`config.mk`:
```
export PLATFORM = sky130hd
export DESIGN_NAME = ds2_poll_scheduler
export DESIGN_NICKNAME = d
export VERILOG_FILES = /design/src/rtl/ds2_pkg.sv /design/src/rtl/ds2_spi_byte.sv /design/src/rtl/ds2_poll_scheduler.sv
export SDC_FILE = /design/constraint.sdc
export NUM_CORES = 1
export LEC_CHECK = 0
export ABC_AREA = 1
export CAP_MARGIN = 20
export CORE_UTILIZATION = 45
export CTS_CLUSTER_SIZE = 30
export DETAILED_ROUTE_END_ITERATION = 10
export MAX_ROUTING_LAYER = met4
export PLACE_DENSITY_LB_ADDON = 0.1
export SYNTH_ARGS = -nofsm -noshare
export SYNTH_HDL_FRONTEND = slang
export SYNTH_SLANG_ARGS = --single-unit
```
`constraint.sdc`:
```
create_clock -name clk -period 2.1 [get_ports clk]
set_input_delay 0.525 -clock clk [delete_from_list [all_inputs] [get_ports clk]]
set_output_delay 0.525 -clock clk [all_outputs]
set_load 0.005 [all_outputs]
```
`src/rtl/ds2_pkg.sv`:
```
// ds2_pkg: shared definitions for the DualShock poll scheduler.
//   state_t      scheduler FSM states
//   CMD_*        command bytes sent in each frame
//   ID_*         upper ID nibbles accepted as a valid pad
//   BTN_*        bit positions inside the 12-bit button word
//   map_buttons  active-low b0/b1 words -> active-high 12-bit word
//   tx_byte      command byte for a given frame byte index
package ds2_pkg;

  typedef enum logic [2:0] {IDLE, SEL, XFER, GAP, DESEL, NEXT} state_t;

  localparam logic [7:0] CMD_START = 8'h01;
  localparam logic [7:0] CMD_POLL  = 8'h42;
  localparam logic [7:0] CMD_IDLE  = 8'h00;

  localparam logic [3:0] ID_DIGITAL = 4'h4;
  localparam logic [3:0] ID_ANALOG  = 4'h7;

  localparam int BTN_R      = 11;
  localparam int BTN_L      = 10;
  localparam int BTN_X      = 9;
  localparam int BTN_A      = 8;
  localparam int BTN_RT     = 7;
  localparam int BTN_LT     = 6;
  localparam int BTN_DN     = 5;
  localparam int BTN_UP     = 4;
  localparam int BTN_START  = 3;
  localparam int BTN_SELECT = 2;
  localparam int BTN_Y      = 1;
  localparam int BTN_B      = 0;

  function automatic logic [11:0] map_buttons(input logic [7:0] b0, input logic [7:0] b1);
    logic [11:0] w;
    w             = '0;
    // R/L merge the two shoulder buttons on each side
    w[BTN_R]      = ~b1[3] | ~b1[1];
    w[BTN_L]      = ~b1[2] | ~b1[0];
    w[BTN_X]      = ~b1[4];
    w[BTN_A]      = ~b1[5];
    w[BTN_RT]     = ~b0[5];
    w[BTN_LT]     = ~b0[7];
    w[BTN_DN]     = ~b0[6];
    w[BTN_UP]     = ~b0[4];
    w[BTN_START]  = ~b0[3];
    w[BTN_SELECT] = ~b0[0];
    w[BTN_Y]      = ~b1[7];
    w[BTN_B]      = ~b1[6];
    return w;
  endfunction

  function automatic logic [7:0] tx_byte(input logic [2:0] idx);
    case (idx)
      3'd0:    return CMD_START;
      3'd1:    return CMD_POLL;
      default: return CMD_IDLE;
    endcase
  endfunction

endpackage

```
`src/rtl/ds2_spi_byte.sv`:
```
// ds2_spi_byte: single-byte shift engine, LSB first, clock idle high.
//   clk, rst_n   system clock, async active-low reset
//   hp           half-period strobe from the scheduler
//   start        begin a byte (honoured only while idle); first fall happens on this edge
//   tx / rx      byte to send / byte received (valid while done is high)
//   miso         already-synchronized data in
//   sck, mosi    bus outputs
//   done         high on the half-period edge that ends the 8th high phase
module ds2_spi_byte (
  input  logic       clk,
  input  logic       rst_n,
  input  logic       hp,
  input  logic       start,
  input  logic [7:0] tx,
  input  logic       miso,
  output logic       sck,
  output logic       mosi,
  output logic       done,
  output logic [7:0] rx
);
  logic       busy;
  logic       phase;  // 0: clock low half, 1: clock high half
  logic [2:0] bitn;

  assign done = busy && hp && phase && (bitn == 3'd7);

  always_ff @(posedge clk or negedge rst_n) begin
    if (!rst_n) begin
      busy  <= 1'b0;
      phase <= 1'b0;
      bitn  <= 3'd0;
      sck   <= 1'b1;
      mosi  <= 1'b1;
      rx    <= 8'h00;
    end else if (!busy) begin
      if (start) begin
        busy  <= 1'b1;
        phase <= 1'b0;
        bitn  <= 3'd0;
        sck   <= 1'b0;
        mosi  <= tx[0];
      end
    end else if (hp) begin
      if (!phase) begin
        sck   <= 1'b1;
        rx    <= {miso, rx[7:1]};
        phase <= 1'b1;
      end else if (bitn == 3'd7) begin
        busy  <= 1'b0;
        mosi  <= 1'b1;
      end else begin
        bitn  <= bitn + 3'd1;
        sck   <= 1'b0;
        mosi  <= tx[bitn + 3'd1];
        phase <= 1'b0;
      end
    end
  end
endmodule

```
`src/rtl/ds2_poll_scheduler.sv`:
```
// ds2_poll_scheduler: polls one or two DualShock pads over a shared bus.
//   clk, I_RSTn            system clock, async active-low reset
//   ds_clk/ds_mosi/ds_miso shared serial bus (clock idle high)
//   ds_cs[1:0]             per-port select, active-low (bit0 = port 1)
//   p1/p2_buttons          latched button words, active-high
//   p1/p2_connected        port currently holds a valid pad
//   frame_done             one-cycle pulse at end of each port frame
// Build macro DS2_PORT2_EN enables port 2; without it only port 1 is polled
// and the port-2 outputs are constant.
module ds2_poll_scheduler
  import ds2_pkg::*;
#(
  parameter int FREQ    = 21_600_000,
  parameter int SCK_HZ  = 250_000,
  parameter int POLL_HZ = 60
) (
  input  logic        clk,
  input  logic        I_RSTn,
  output logic        ds_clk,
  output logic        ds_mosi,
  input  logic        ds_miso,
  output logic [1:0]  ds_cs,
  output logic [11:0] p1_buttons,
  output logic [11:0] p2_buttons,
  output logic        p1_connected,
  output logic        p2_connected,
  output logic        frame_done
);
  localparam int HALF   = FREQ / (2 * SCK_HZ);
  localparam int TICK_N = FREQ / POLL_HZ;
  localparam int HW     = $clog2(HALF + 1);
  localparam int TW     = $clog2(TICK_N + 1);
`ifdef DS2_PORT2_EN
  localparam int   NPORTS    = 2;
  localparam logic LAST_PORT = 1'b1;
`else
  localparam int   NPORTS    = 1;
  localparam logic LAST_PORT = 1'b0;
`endif

  state_t        state, state_n;
  logic          port, port_n;
  logic [2:0]    byte_idx, byte_n;
  logic [1:0]    cnt, cnt_n;
  logic [HW-1:0] hcnt;
  logic [TW-1:0] tcnt;
  logic          hp, tick, start, fin, done;
  logic [7:0]    rx;
  logic [3:0]    id_hi;
  logic [7:0]    b0_r, b1_r;
  logic          miso_m, miso_s;
  logic          cs0, sel_n, valid;

  // free-running poll tick
  assign tick = (tcnt == TW'(TICK_N - 1));
  always_ff @(posedge clk or negedge I_RSTn) begin
    if (!I_RSTn)   tcnt <= '0;
    else if (tick) tcnt <= '0;
    else           tcnt <= tcnt + 1'b1;
  end

  // half-period divider restarts at every SEL entry so the frame grid
  // begins exactly where the select line falls
  assign hp = (state != IDLE) && (state != NEXT) && (hcnt == HW'(HALF - 1));
  always_ff @(posedge clk or negedge I_RSTn) begin
    if (!I_RSTn)                                   hcnt <= '0;
    else if (state == IDLE || state == NEXT || hp) hcnt <= '0;
    else                                           hcnt <= hcnt + 1'b1;
  end

  always_ff @(posedge clk or negedge I_RSTn) begin
    if (!I_RSTn) begin
      miso_m <= 1'b1;
      miso_s <= 1'b1;
    end else begin
      miso_m <= ds_miso;
      miso_s <= miso_m;
    end
  end

  ds2_spi_byte u_byte (
    .clk   (clk),
    .rst_n (I_RSTn),
    .hp    (hp),
    .start (start),
    .tx    (tx_byte(byte_idx)),
    .miso  (miso_s),
    .sck   (ds_clk),
    .mosi  (ds_mosi),
    .done  (done),
    .rx    (rx)
  );

  always_comb begin
    state_n = state;
    port_n  = port;
    byte_n  = byte_idx;
    cnt_n   = cnt;
    start   = 1'b0;
    fin     = 1'b0;
    case (state)
      IDLE: if (tick) begin
        state_n = SEL;
        port_n  = 1'b0;
        byte_n  = 3'd0;
        cnt_n   = 2'd0;
      end
      SEL: if (hp) begin
        if (cnt == 2'd1) begin
          state_n = XFER;
          start   = 1'b1;
        end else cnt_n = cnt + 2'd1;
      end
      XFER: if (done) begin
        cnt_n = 2'd0;
        if (byte_idx == 3'd4) state_n = DESEL;
        else begin
          state_n = GAP;
          byte_n  = byte_idx + 3'd1;
        end
      end
      GAP: if (hp) begin
        if (cnt == 2'd3) begin
          state_n = XFER;
          start   = 1'b1;
        end else cnt_n = cnt + 2'd1;
      end
      DESEL: if (hp) begin
        if (cnt == 2'd3) begin
          state_n = NEXT;
          fin     = 1'b1;
        end else cnt_n = cnt + 2'd1;
      end
      NEXT: if (port != LAST_PORT) begin
        state_n = SEL;
        port_n  = 1'b1;
        byte_n  = 3'd0;
        cnt_n   = 2'd0;
      end else state_n = IDLE;
      default: state_n = IDLE;
    endcase
  end

  assign sel_n = (state_n == SEL) || (state_n == XFER) || (state_n == GAP);

  always_ff @(posedge clk or negedge I_RSTn) begin
    if (!I_RSTn) begin
      state      <= IDLE;
      port       <= 1'b0;
      byte_idx   <= 3'd0;
      cnt        <= 2'd0;
      cs0        <= 1'b1;
      frame_done <= 1'b0;
      id_hi      <= 4'h0;
      b0_r       <= 8'hFF;
      b1_r       <= 8'hFF;
    end else begin
      state      <= state_n;
      port       <= port_n;
      byte_idx   <= byte_n;
      cnt        <= cnt_n;
      cs0        <= !(sel_n && !port_n);
      frame_done <= fin;
      if (state == XFER && done) begin
        case (byte_idx)
          3'd1:    id_hi <= rx[7:4];
          3'd3:    b0_r  <= rx;
          3'd4:    b1_r  <= rx;
          default: ;
        endcase
      end
    end
  end

  assign valid = (id_hi == ID_DIGITAL) || (id_hi == ID_ANALOG);

  // per-port latch: whole word updates on the frame_done edge; two
  // consecutive bad frames drop the pad
  for (genvar gp = 0; gp < NPORTS; gp++) begin : g_port
    logic [11:0] btn;
    logic        conn;
    logic [1:0]  miss;
    always_ff @(posedge clk or negedge I_RSTn) begin
      if (!I_RSTn) begin
        btn  <= 12'h000;
        conn <= 1'b0;
        miss <= 2'd0;
      end else if (fin && port == 1'(gp)) begin
        if (valid) begin
          btn  <= map_buttons(b0_r, b1_r);
          conn <= 1'b1;
          miss <= 2'd0;
        end else if (miss != 2'd0) begin
          btn  <= 12'h000;
          conn <= 1'b0;
          miss <= 2'd2;
        end else miss <= 2'd1;
      end
    end
  end

  assign p1_buttons   = g_port[0].btn;
  assign p1_connected = g_port[0].conn;
`ifdef DS2_PORT2_EN
  logic cs1;
  always_ff @(posedge clk or negedge I_RSTn) begin
    if (!I_RSTn) cs1 <= 1'b1;
    else         cs1 <= !(sel_n && port_n);
  end
  assign ds_cs        = {cs1, cs0};
  assign p2_buttons   = g_port[1].btn;
  assign p2_connected = g_port[1].conn;
`else
  assign ds_cs        = {1'b1, cs0};
  assign p2_buttons   = 12'h000;
  assign p2_connected = 1'b0;
`endif

endmodule

```
==> run metrics, run 1 <==
CTS tree built; Distinct cells, synth 34; clk root buf clkbuf_8; #FFs+latches synth 86; crit-path cells clkdlybuf4s50_1; Worst setup SP type flip-flop; reg2reg end p1_buttons[11]$_DFFE_PN0P_; WP data arrival 1400 ps; H-tree depth 3; final core area utilization 0.5185; reg-to-reg setup timing slack 240 ps; Peak supply drop 0.0005460 V; TNS Setup 0 ps; clk_lat worst skew 360 ps; Clock Skew 9.782 ps; HP Class in -> async; fraction of layout cells with a size suffix above 1 0.1765; DRT antenna net count 0; Placer Congestion 0.8781; Finished Layout Cells 656; initial antenna violation count 0; total global-route track usage 0.1766; count leader, synth nand2_1; vias in the first global route 2,938; ranking of synthesized cells by area dfrtp_1 (39%), dfstp_2 (11%), nand2_1 (11%); DRC viols 0; hold_buf cts 0; largest net degree at the start of global routing 40; period utilization 0.9181; clock tree buffer depth 2; die height 100.3 um; max-cap violations 0; Initial Util 0.4681; core area 9284 um2; # rows 35; Worst R2R Path Depth 8; CP max stage delay 540 ps; EDFF count, synth 0; post-synthesis async set-or-reset flop share 1.000; relative slew slack 0.6584; kind of end point of the critical path output pin; register area 2176 um2; via count 3,070; Syn Std Cell Area 4345 um2; Syn Inst Count 495; clk sink count 86; Syn Area/Cell 8.779 um2; crit path from u_byte.sck$_DFFE_PN1P_; total grt overflow 0; Setup Fix Bufs, Post-CTS 0; RSZ-0062 raised after global routing no; HPWL Detailed 5706 um; fillers 898; P&R area growth vs syn 10.77%; worst-margin pin slew 512.4 ps; DIE AREA 10,050 um2; Final Max Slew Viols 0; final net count 536; Worst EP required 1570 ps; Setup Viol. Count Final 0; WL/cell 11.79 um; overall power 2791 uW; 1st-pass router iterations 5; CP Depth 1; status finished, final reports clean; placed instance count 640; Via density 4.680; Reg2Reg Launch Point hcnt[0]$_DFF_PN0_; multi-input logic area 1797 um2; IO Port Bufs 19; Lkg Pwr 0.002319 uW; Antenna Cells 0; total routed wirelength 7732 um; first-pass GRT wire length 13,570 um; pwr dens 579.8 nW/um2; Slowest-stage cell, CP dfstp_2; Buf/Inv on CP 1; CTS clk-pin slew, worst paths 90 ps; Initial DRC Count 83; Main synth FF type dfrtp_1; largest area contributor in the netlist dfrtp_1; Worst Setup EP ds_clk; crit-path max FO 2; hold_ws 131.6 ps; Yosys top cell area share 0.3858; Max Freq 518.7 MHz; min cycle time layout 1928 ps; Final Hold Fails 0; Crit Path Class reg -> out; top cells by count, synth nand2_1 (123), dfrtp_1 (67), inv_1 (64), nor2_1 (43), o21ai_2 (25); synthesis warning total 0; CTS Buf Count 9; kind of cell adding the most delay to the critical path flip-flops; die span in x 100.3 um; Post-CTS Resized 0; Seq/Total Area, Yosys 0.5007; I/O Pins 34
-- worst reg2reg max path, delay by kind of cell, from the launching register on --
kind / cells / cell delay [ps]
fa+ha+maj: 1 / 150
buf+inv: 1 / 70
compound gates: 1 / 260
simple gates: 5 / 870
flops: 1 / 420
-- sequential cells by signal (all words and copies together) (netlist names), 2 cells and up --
name / cells
tcnt: 19
p1_buttons: 12
b1_r: 8
u_byte.rx: 8
b0_r: 6
hcnt: 6
id_hi: 4
byte_idx: 3
state: 3
u_byte.bitn: 3
cnt: 2
g_port.miss: 2
-- per-layer routing --
metal	routed length (um)	vias to the layer above	track usage
met1	3840	1420	0.2255
met4	114	0	0.05797
met5	0	-	-
met2	3547	44	0.2756
met3	229	13	0.04387
li1	-	1593	-
-- where the power goes --
group / internal (uW) / switching [uW]
combinational: 8.99 / 38.5
clock: 446 / 637
sequential: 1660 / 0.521
total: 2110 / 676
-- cells in the final DEF (no fill, tap or decap), types with 8 or more instances in the layout --
master	netlist	layout
a21oi_1	9	9
clkbuf_8	0	9
clkdlybuf4s50_1	0	18
conb_1	2	14
dfrtp_1	67	67
dfstp_2	19	19
ha_1	11	11
inv_1	64	64
nand2_1	123	123
nand2_2	8	8
nand3_1	20	20
nand4_1	8	8
nor2_1	43	43
nor3_1	9	9
o21ai_0	17	17
o21ai_1	8	8
o21ai_2	25	25
xor2_1	11	11
-- area by class of cell --
| class | instances | area share |
|---|---|---|
| sequential | 86 | 0.4520 |
| multi-input combinational | 333 | 0.3733 |
| inverter | 67 | 0.05277 |
| timing repair buffer | 25 | 0.05095 |
| tap | 129 | 0.03353 |
| clock buffer | 9 | 0.02573 |
| clock inverter | 7 | 0.01170 |
-- how the worst min path moves through the flow --
stage / slack (ps) / endpoint / from / depth (start not counted)
finish: 130 / hcnt[3]$_DFF_PN0_ / I_RSTn / 1
global route: 160 / u_byte.bitn[2]$_DFFE_PN0P_ / I_RSTn / 1
CTS: 140 / u_byte.bitn[2]$_DFFE_PN0P_ / I_RSTn / 1
detailed placement: 350 / miso_s$_DFF_PN1_ / miso_m$_DFF_PN1_ / 0
global placement: 350 / miso_s$_DFF_PN1_ / miso_m$_DFF_PN1_ / 0
floorplan: 230 / byte_idx[0]$_DFFE_PN0P_ / I_RSTn / 0
-- cells by family (layout without fill, tap and decap cells) --
| group | after synthesis | count (layout) | synth area share |
|---|---|---|---|
| adders and majority gates | 11 | 11 | 0.03167 |
| DFF | 86 | 86 | 0.5007 |
| other | 2 | 14 | 0.001728 |
| xor gates and xnor gates | 12 | 12 | 0.02419 |
| AOI/OAI and AO/OA | 62 | 62 | 0.09444 |
| buffers and inverters | 88 | 108 | 0.09617 |
| and+or+nand+nor | 234 | 234 | 0.2511 |
-- through the flow --
step / setup WS [ps] / instance area (um2)
floorplan: 447.8 / 4390
global placement: 287.8 / 4633
detailed placement: 231.0 / 4633
CTS: 147.8 / 4813
global route: 63.54 / 4813
finish: 172.0 / 4813
(Power assumes the default switching activity.)
==> inputs of run 2 (changes only) <==
Clock period 2.1 ns to 2.5 ns, I/O delays scaled along.
==> run metrics, run 2 (synthesis results as in run 1) <==
HPWL Detailed 5588 um (was 5706 um); Worst R2R Path Depth 8 (unchanged); WP data arrival 1400 ps (about the same); hold_buf cts 0 (unchanged); Placer Congestion 0.8202 (was 0.8781); fillers 880 (was 898); Buf/Inv on CP 1 (unchanged); vias in the first global route 3,060 (was 2,938); kind of end point of the critical path output pin (unchanged); clock tree buffer depth 2 (unchanged); period utilization 0.8120; pwr dens 511.3 nW/um2 (was 579.8 nW/um2); Max Freq 492.6 MHz; Slowest-stage cell, CP dfstp_2 (unchanged); Antenna Cells 0 (unchanged); worst setup margin 470.1 ps (was 172.0 ps); clk sink count 86 (unchanged); total grt overflow 0 (unchanged); status finished, final reports clean (unchanged); Initial Util 0.4681 (unchanged); I/O Pins 34 (unchanged); HP Class in -> async (unchanged); die span in x 100.3 um (unchanged); core area 9284 um2 (unchanged); RSZ-0062 raised after global routing no (unchanged); commonest cells after routing, fill and taps aside nand2_1 (123), dfrtp_1 (67), inv_1 (64), nor2_1 (43), o21ai_2 (25) (unchanged); CP max stage delay 540 ps (about the same); Via density 4.666 (was 4.680); Setup Viol. Count Final 0 (unchanged); clk_lat worst skew 370 ps (was 360 ps); DIE AREA 10,050 um2 (unchanged); clk root buf clkbuf_8 (unchanged); largest net degree at the start of global routing 38 (was 40); Largest Register tcnt (unchanged); crit-path max FO 2 (unchanged); DRC viols 0 (unchanged); P&R area growth vs syn 10.71% (was 10.77%); fraction of layout cells with a size suffix above 1 0.1683 (was 0.1765); CTS tree built (unchanged); first-pass GRT wire length 13,900 um (was 13,570 um); CTS clk-pin slew, worst paths 90 ps (about the same); Final Max Slew Viols 0 (unchanged); Post-CTS Resized 0 (unchanged); DRT antenna net count 0 (unchanged); Lkg Pwr 0.002307 uW (was 0.002319 uW); final net count 532 (was 536); Final Hold Fails 0 (unchanged); Post-Place Worst Slack 467.5 ps (was 231.0 ps); max-cap violations 0 (unchanged); WL/cell 11.78 um (was 11.79 um); Crit Path Class reg -> out (unchanged); most common cell after layout, fill and taps aside nand2_1 (unchanged); IO Port Bufs 19 (unchanged); relative slew slack 0.6656 (was 0.6584); CP Depth 1 (unchanged); die height 100.3 um (unchanged); total routed wirelength 7682 um (was 7732 um); max reg flops 19 (unchanged); via count 3,042 (was 3,070); 1st-pass router iterations 4 (was 5); CTS Buf Count 9 (unchanged); Initial DRC Count 98 (was 83); initial antenna violation count 0 (unchanged); Setup Fix Bufs, Post-CTS 0 (unchanged); total global-route track usage 0.1842 (was 0.1766); TNS Setup 0 ps (unchanged); worst-margin pin slew 500.4 ps (was 512.4 ps); crit-path cells clkdlybuf4s50_1 (unchanged); min cycle time layout 2030 ps; Worst setup SP type flip-flop (unchanged); Peak supply drop 0.0004329 V (was 0.0005460 V); Worst EP required 1880 ps (was 1570 ps); kind of cell adding the most delay to the critical path flip-flops (unchanged); reg-to-reg setup timing slack 510 ps (was 240 ps); H-tree depth 3 (unchanged); Clock Skew 9.988 ps (was 9.782 ps); # rows 35 (unchanged)
## run 2: layout make-up
class | count | area [um2] | area share
clock inverter | 5 | 66.31 | 0.01378
tap | 129 | 161.4 | 0.03355
clock buffer | 11 | 141.4 | 0.02939
sequential | 86 | 2176 | 0.4523
multi-input combinational | 333 | 1797 | 0.3735
inverter | 67 | 254.0 | 0.05280
timing repair buffer | 21 | 215.2 | 0.04473
## run 2: through the flow
stage	instance area (um2)	power [uW]	util	instances	hold slack (ps)
after floorplan	4390	1442	-	507	329.4
after global placement	4603	1462	0.4958	636	349.8
after detailed placement	4603	1462	0.4958	636	350.1
after CTS	4811	2507	0.5182	652	224.3
after global routing	4811	2564	0.5182	652	236.2
final	4811	2460	0.5182	652	219.1
## run 2: worst paths after layout
kind                                         from                         end
setup / recovery           u_byte.sck$_DFFE_PN1P_                      ds_clk
hold / removal                             I_RSTn  u_byte.bitn[2]$_DFFE_PN0P_
setup reg to reg                hcnt[0]$_DFF_PN0_  p1_buttons[11]$_DFFE_PN0P_
hold reg to reg                  miso_m$_DFF_PN1_            miso_s$_DFF_PN1_
max in group asynchronous                  I_RSTn         b0_r[0]$_DFFE_PN1P_
min in group clk                 miso_m$_DFF_PN1_            miso_s$_DFF_PN1_
## run 2: where the power goes
part | switching [uW] | internal, uW
combinational | 32.1 | 6.56
sequential | 0.378 | 1390
clock | 525 | 502
total | 557 | 1900
## run 2: layer usage
layer  track usage  up-vias  share of wire
li1              -     1583              -
met1        0.2216     1406           0.48
met2        0.2919       40           0.47
met3       0.05571       13          0.037
met4       0.07023        0          0.017
met5             -        -              0
